==> src/rtl/meta_streamer.sv <==
// meta_streamer
//    Streams a fixed device-metadata record (name, firmware version, memory
//    size, maximum sample rate, probe count, protocol version) one byte at a
//    time to a byte transmitter. Each byte is presented as a one-cycle strobe.
//    After every byte the streamer waits for the transmitter to report idle
//    before it sends the next one.
//
//    Optional feature: define META_DYNMEM_EN to insert the dynamic-memory
//    token (0x22 + DYN_MEM_BYTES, big-endian) after the memory-size token.
//
// Ports
//    clock           in   single clock, rising edge
//    extReset        in   synchronous active-high reset
//    query_metadata  in   start request (level-sampled while idle)
//    abort           in   terminate the stream in progress
//    xmit_idle       in   transmitter can accept a byte
//    writeMeta       out  one-cycle byte strobe
//    meta_data       out  byte, valid while writeMeta=1
//    meta_busy       out  high whenever a stream is in progress
//    meta_done       out  one-cycle pulse on normal completion
module meta_streamer #(
   parameter logic [8*24-1:0] NAME          = "Pipistrello OLS",
   parameter int              NAME_LEN      = 15,
   parameter logic [8*8-1:0]  FW_VER        = "3.07",
   parameter int              FW_LEN        = 4,
   parameter logic [31:0]     MEM_BYTES     = 32'h04000000,
   parameter logic [31:0]     MAX_RATE      = 32'd200000000,
   parameter logic [7:0]      PROBES        = 8'd32,
   parameter logic [7:0]      PROTO         = 8'd2,
   parameter logic [31:0]     DYN_MEM_BYTES = 32'h00000000
) (
   input  logic       clock,
   input  logic       extReset,
   input  logic       query_metadata,
   input  logic       abort,
   input  logic       xmit_idle,
   output logic       writeMeta,
   output logic [7:0] meta_data,
   output logic       meta_busy,
   output logic       meta_done
);

`ifdef META_DYNMEM_EN
   localparam int DYN_LEN = 5;
`else
   localparam int DYN_LEN = 0;
`endif

   // Byte positions of the record fields.
   localparam int NAME_END = NAME_LEN + 1;         // name terminator
   localparam int FW_TOK   = NAME_LEN + 2;         // 0x02
   localparam int FW_END   = FW_TOK + FW_LEN + 1;  // firmware terminator
   localparam int MEM_TOK  = FW_END + 1;           // 0x21
   localparam int DYN_TOK  = MEM_TOK + 5;          // 0x22 (only when enabled)
   localparam int RATE_TOK = DYN_TOK + DYN_LEN;    // 0x23
   localparam int L        = RATE_TOK + 10;        // total record length
   localparam int IW       = $clog2(L + 1);

   localparam logic [IW-1:0] L_IDX = IW'(L);
   localparam logic [IW-1:0] ONE   = IW'(1);

   // Strings are right-justified in their vectors, so the first character
   // of an n-char string sits at byte n-1; shifts keep the dead branches
   // of this elaboration-time function free of out-of-range selects.
   function automatic logic [7:0] byte_at(input int i);
      logic [7:0] b;
      b = 8'h00;
      if (i == 0)
         b = 8'h01;
      else if (i < NAME_END)
         b = 8'(NAME >> (8 * (NAME_LEN - i)));
      else if (i == NAME_END)
         b = 8'h00;
      else if (i == FW_TOK)
         b = 8'h02;
      else if (i < FW_END)
         b = 8'(FW_VER >> (8 * (FW_END - 1 - i)));
      else if (i == FW_END)
         b = 8'h00;
      else if (i == MEM_TOK)
         b = 8'h21;
      else if (i < DYN_TOK)
         b = 8'(MEM_BYTES >> (8 * (DYN_TOK - 1 - i)));
      else if (i < RATE_TOK) begin
         if (i == DYN_TOK)
            b = 8'h22;
         else
            b = 8'(DYN_MEM_BYTES >> (8 * (RATE_TOK - 1 - i)));
      end
      else if (i == RATE_TOK)
         b = 8'h23;
      else if (i < RATE_TOK + 5)
         b = 8'(MAX_RATE >> (8 * (RATE_TOK + 4 - i)));
      else if (i == RATE_TOK + 5)
         b = 8'h40;
      else if (i == RATE_TOK + 6)
         b = PROBES;
      else if (i == RATE_TOK + 7)
         b = 8'h41;
      else if (i == RATE_TOK + 8)
         b = PROTO;
      else
         b = 8'h00;
      return b;
   endfunction

   // Constant record table, one entry per byte.
   logic [7:0] rom [0:L-1];

   genvar gi;
   generate
      for (gi = 0; gi < L; gi++) begin : g_rom
         assign rom[gi] = byte_at(gi);
      end
   endgenerate

   typedef enum logic [1:0] {
      IDLE,
      SEND,
      GUARD,
      POLL
   } state_t;

   state_t          state_reg;
   logic [IW-1:0]   idx_reg;
   logic            write_reg;
   logic [7:0]      data_reg;
   logic            done_reg;

   // Outputs are registered on the transition into SEND, so the strobe is
   // visible during the SEND cycle itself. idx_reg always holds the index of
   // the next byte to send.
   always_ff @(posedge clock) begin
      if (extReset) begin
         state_reg <= IDLE;
         idx_reg   <= '0;
         write_reg <= 1'b0;
         data_reg  <= 8'h00;
         done_reg  <= 1'b0;
      end else begin
         write_reg <= 1'b0;
         done_reg  <= 1'b0;
         case (state_reg)
            IDLE: begin
               idx_reg <= '0;
               if (query_metadata && xmit_idle && !abort) begin
                  state_reg <= SEND;
                  write_reg <= 1'b1;
                  data_reg  <= rom[0];
                  idx_reg   <= ONE;
               end
            end
            SEND: begin
               state_reg <= abort ? IDLE : GUARD;
            end
            // Transmitter idle flag may lag our strobe by a cycle; skip it.
            GUARD: begin
               state_reg <= abort ? IDLE : POLL;
            end
            POLL: begin
               if (abort) begin
                  state_reg <= IDLE;
               end else if (xmit_idle) begin
                  if (idx_reg < L_IDX) begin
                     state_reg <= SEND;
                     write_reg <= 1'b1;
                     data_reg  <= rom[idx_reg];
                     idx_reg   <= idx_reg + ONE;
                  end else begin
                     state_reg <= IDLE;
                     done_reg  <= 1'b1;
                  end
               end
            end
            default: begin
               state_reg <= IDLE;
            end
         endcase
      end
   end

   assign writeMeta = write_reg;
   assign meta_data = data_reg;
   assign meta_done = done_reg;
   assign meta_busy = (state_reg != IDLE);

endmodule

==> config.mk <==
export PLATFORM = sky130hd
export DESIGN_NAME = meta_streamer
export DESIGN_NICKNAME = d
export VERILOG_FILES = /design/src/rtl/meta_streamer.sv
export SDC_FILE = /design/constraint.sdc
export NUM_CORES = 1
export LEC_CHECK = 0
export ABC_AREA = 1
export ABC_CLOCK_PERIOD_IN_PS = 2200
export CORE_ASPECT_RATIO = 1.1
export CORE_UTILIZATION = 29
export CTS_BUF_LIST = sky130_fd_sc_hd__clkbuf_16
export DETAILED_ROUTE_END_ITERATION = 8
export PLACE_DENSITY_LB_ADDON = 0.15
export SETUP_SLACK_MARGIN = 0.05
export SYNTH_ARGS = -nofsm -noshare
export SYNTH_HDL_FRONTEND = slang
export SYNTH_SLANG_ARGS = --single-unit
==> constraint.sdc <==
create_clock -name clock -period 2.2 [get_ports clock]
set_input_delay 0.44 -clock clock [delete_from_list [all_inputs] [get_ports clock]]
set_output_delay 0.44 -clock clock [all_outputs]
set_load 0.02 [all_outputs]
---- Yosys cells after proc, flatten, opt, wreduce, memory -nomap -nowiden ----
Memory sizes are Yosys's and may differ from the RTL's.
Index checks and enable logic that the tools add are counted.
cells by class
  add/sub/neg operators ................... 1
  magnitude comparators ................... 2
  equality and inequality tests ........... 8
  muxes and demuxes ....................... 25
  bitwise operators ....................... 3
  reduce and logical (&&, ||, !) cells .... 10
operators with widths
  operator               count
  $mux W8                6
  $mux W6                3
  $pmux W8 S2            1
  $pmux W6 S2            1
  $mux W2                5
  $ne A2 B2 Y1 const B   4
  $pmux W2 S4            1
  $ge A7 B7 Y1 const B   1
  $mux W1                7
  $not A6 Y7             1
  $add A6 B1 Y6 const B  1
  $lt A6 B6 Y1 const B   1
  $reduce_and A5 Y1      1
  $eq A2 B2 Y1 const B   2
  $reduce_and A4 Y1      1
  $reduce_bool A2 Y1     2
  $reduce_or A4 Y1       1
  $ne A3 B3 Y1 const B   1
  $eq A2 B1 Y1 const B   1
  $logic_and A1 B1 Y1    2
  $logic_not A2 Y1       1
  $not A1 Y1             2
  $pmux W1 S2            1
  $reduce_and A2 Y1      1
  $logic_not A1 Y1       1
word-level totals
  register bits after elaboration ......... 18
  bits in read-only memories .............. 512
  input bits .............................. 5
  output and inout port bits .............. 11
  memories ................................ 1
memory list
  name              depth  width  rd ports  clocked after Yosys merged registers in  wr ports  line  text
  (name not given)  64     8      1         0                                        0         167   data_reg <= rom[idx_reg];

---- Longest topological paths before layout ----
  depth after elaboration ................. 8
  depth in mapped cells ................... 11

---- Worst setup path before layout ----
No wires, ideal clock.
  path kind ............................... register -> register
  start point ............................. reg idx_reg[1]
  end point ............................... reg data_reg[3] (netlist: meta_data[3])
  library setup time ...................... 0.113 ns
  arrival ................................. 1.339 ns
  path slack .............................. 0.748 ns
  cell stages (with the launch flop) ...... 9
  path buffers ............................ 0
  clock period less this slack ............ 1.452 ns
  cell sequence ........................... dfxtp_1 > inv_1 > ha_1 > nor2_1 > inv_1 > a21oi_1 > nor2_1 > nor2_1 > nor2_1
between the ends
  word-level cells in the longest chain between the ends .. 8
  elaborated cells on any way between the ends .. 11
  those cells by class .................... order compare (1); eq/ne (1); mux (6); bitwise (1); reduce/logical (1); memory (1)
RTL lines
  item                                         line  text
  start: declaration                           125   logic [IW-1:0] idx_reg;
  start signal: assignment                     168   idx_reg <= idx_reg + ONE;
  $not A6 Y7 (not written as such)             167
  $mem_v2 Z64 W8                               --
  $mux W8 (not written as such) (2 in series)  167
  $mux W8                                      164   if (idx_reg < L_IDX) begin
  $mux W8                                      163   end else if (xmit_idle) begin
  $mux W8                                      161   if (abort) begin
  $pmux W8 S2                                  143   case (state_reg)
  end signal: assignment                       149   data_reg <= rom[0];
  end signal: assignment                       167
  end: declaration                             127   logic [7:0] data_reg;
Several ways; a longest one is shown, not always the timed one. The select of a mux whose other input is x is not followed.
A chain may end at the register's enable or synchronous reset.

---- Worst setup path in the final report ----
  start point ............................. reg state_reg[0]
  end point ............................... out meta_busy
between the ends
  word-level cells in the longest chain between the ends .. 1
RTL lines
  item                      line  text
  start: declaration        124   state_t state_reg;
  start signal: assignment  154   state_reg <= abort ? IDLE : GUARD;
  start signal: assignment  158   state_reg <= abort ? IDLE : POLL;
  $reduce_bool A2 Y1        185   assign meta_busy = (state_reg != IDLE);
  end: declaration          39    output logic meta_busy,
Every way passes these cells.

==> results.cfg <==
[detailed_routing]
drcViolationCount = 0
wl_per_cell_um = 12.06
drt-initial-drc-count = 47
first_pass_iters = 4
routed_wl_mm = 3.496
postRouteAntennaNets = 0
dr_total_vias = 1348
viasPerCell = 4.648

[clock_tree]
clk_pin_slew_worst_paths_ns = 0.05
postCtsSetupBuffers = 0
ctsHoldBuffers = 0
cts_made_buffers = 3
cts_resized = 0
insertion_delay_ns = 0.25
cts.path.max_buffers = 2
cts_tree = done
htreeDepth = 1
cts_root_buf = clkbuf_16
cts_sinks = 18

[timing]
slew_headroom_pct = 71.89
drv_slew = 0
finalClockSkew_ns = 0.002233
finalCritPeriodShare_pct = 78.06
worst_pin_slew_ns = 0.4184
hold_violations = 0
setup_viol = 0
max_freq_mhz = 582.3
setup_tns_ns = 0
min_period_ns = 1.717
rsz0062_at_grt = no
whs_ns = 0.4888

[global_route]
grt.met3_usage_pct = 3.182
grt_pass1_wl_mm = 5.982
gr-total-overflow = 0
top_usage_layer = met2
grt_antenna_before_repair = 0
grt_util_all_layers_pct = 15.80
grt_use_met1_pct = 20.15
grt_pass1_vias = 1282
use_met2_pct = 26.47
grt_max_degree = 13

[yosys]
synth_edf_count = 0
synth_flop_cell = dfxtp_1
syn_area_um2 = 1394
synth-seq-cells = 18
syn_nets = 231
synth.avg_cell_area_um2 = 6.513
synth_warnings = 0
synthesis.instances = 214
async_reset_ff_share_pct = 0
ys_seq_area_share_pct = 25.85
ys_types = 27

[critical_path]
cp-end-kind = output port
cp_max_fo = 5
worstSetupStartpointType = flip-flop
worstPathArrival_ns = 1.28
cp.required_ns = 1.76
reg2reg_slack_ns = 0.49
path_class = flip-flop to output port

[pwr]
power.leakage_nw = 0.8354
powerDensity_nw_per_um2 = 616.5
ir_drop_uv = 438.4

[final_layout]
final_common_cell = nand2_1
seq_area_um2 = 360.3
largest_reg_flops = 8
drive_above_1_share_pct = 9.829
n_fill_cell = 510
diodes = 0
nets = 252
multiInputGateArea_um2 = 878.3
final_cell_mix = nand2_1 (61), inv_1 (27), nor2_1 (25)
syn_to_final_growth_pct = 22.08

[floorplan]
die-area_um2 = 5088
fp.dieW_um = 68.10
core_um2 = 4619
initial_core_util_pct = 30.17
die_height_um = 74.71
pin_count = 16
fp-row-count = 26

[placement]
gp_congestion = 0.8032
hpwlAfterDp_mm = 2.749
port_buffers = 15

[hold_path]
hp-class = flip-flop to flip-flop

[run]
cap_viol_max_count = 0

[status]
status = complete, no violations
## worst max-delay path, stage by stage, from the launching register on
cell,delay (ns)
dfxtp_1,0.38
inv_1,0.08
ha_1,0.26
inv_1,0.09
dlymetal6s2s_1,0.22
## power breakdown
group,total (mW),switching (mW),internal [mW]
Clock,0.370,0.128,0.242
Combinational,0.301,0.176,0.126
Sequential,0.378,0.0177,0.360
Total,1.05,0.321,0.728
## logic make-up (layout without fill, tap and decap cells)
family	count (synthesis)	after routing	share of synthesized area, %
AND/OR/NAND/NOR	116	116	39.32
buffers and inverters	35	55	11.13
adder cells (fa/ha/maj)	12	12	10.77
AO/OA/AOI/OAI	33	33	12.93
flip-flops	18	18	25.85
## cells in the mapped netlist (2+ instances only)
| cell | number | area (um2) |
|---|---|---|
| nand2_1 | 61 | 229.0 |
| inv_1 | 27 | 101.4 |
| nor2_1 | 25 | 93.84 |
| a21oi_1 | 20 | 100.1 |
| dfxtp_1 | 18 | 360.4 |
| nand3_1 | 15 | 75.07 |
| ha_1 | 12 | 150.1 |
| o21ai_0 | 7 | 35.03 |
| nand2_4 | 5 | 56.30 |
| nand2_2 | 3 | 18.77 |
| o211ai_1 | 3 | 22.52 |
| buf_4 | 2 | 15.01 |
| buf_6 | 2 | 22.52 |
## cell type report
class	instances	share of cell area, %
flip-flops and latches	18	21.18
multi-input cells	161	51.62
clock buffers	3	4.412
well taps	56	4.118
inverters	29	6.397
clock inverters	1	0.2206
repair buffers	22	12.06
## per-stage QoR
| stage | total power, mW | instances | cell area, um2 | worst slack, ns | util, % |
|---|---|---|---|---|---|
| after floorplan | 0.5915 | 214 | 1394 | 0.7479 | - |
| after global placement | 0.6900 | 286 | 1620 | 0.3187 | 35.08 |
| after detailed placement | 0.6872 | 286 | 1620 | 0.2935 | 35.08 |
| after CTS | 1.066 | 290 | 1699 | 0.1009 | 36.78 |
| after global routing | 1.119 | 290 | 1702 | 0.2934 | 36.84 |
| final | 1.049 | 290 | 1702 | 0.4827 | 36.84 |
## routing by layer
layer,share of wire [%],up-vias
li1,-,722
met1,47,592
met2,49,28
met3,3.1,6
met4,1.6,0
met5,0,-
## final timing paths
check	start	end	cells after the start
worst max-delay path	state_reg[0]$_SDFFE_PP0P_	meta_busy	4
worst min-delay path	meta_data[7]$_SDFFE_PP0P_	meta_data[7]$_SDFFE_PP0P_	2
worst min register to register	meta_data[7]$_SDFFE_PP0P_	meta_data[7]$_SDFFE_PP0P_	2
worst max register to register	idx_reg[2]$_SDFFE_PP0P_	meta_data[3]$_SDFFE_PP0P_	8
No activity file was read; power rests on OpenSTA's default activity.
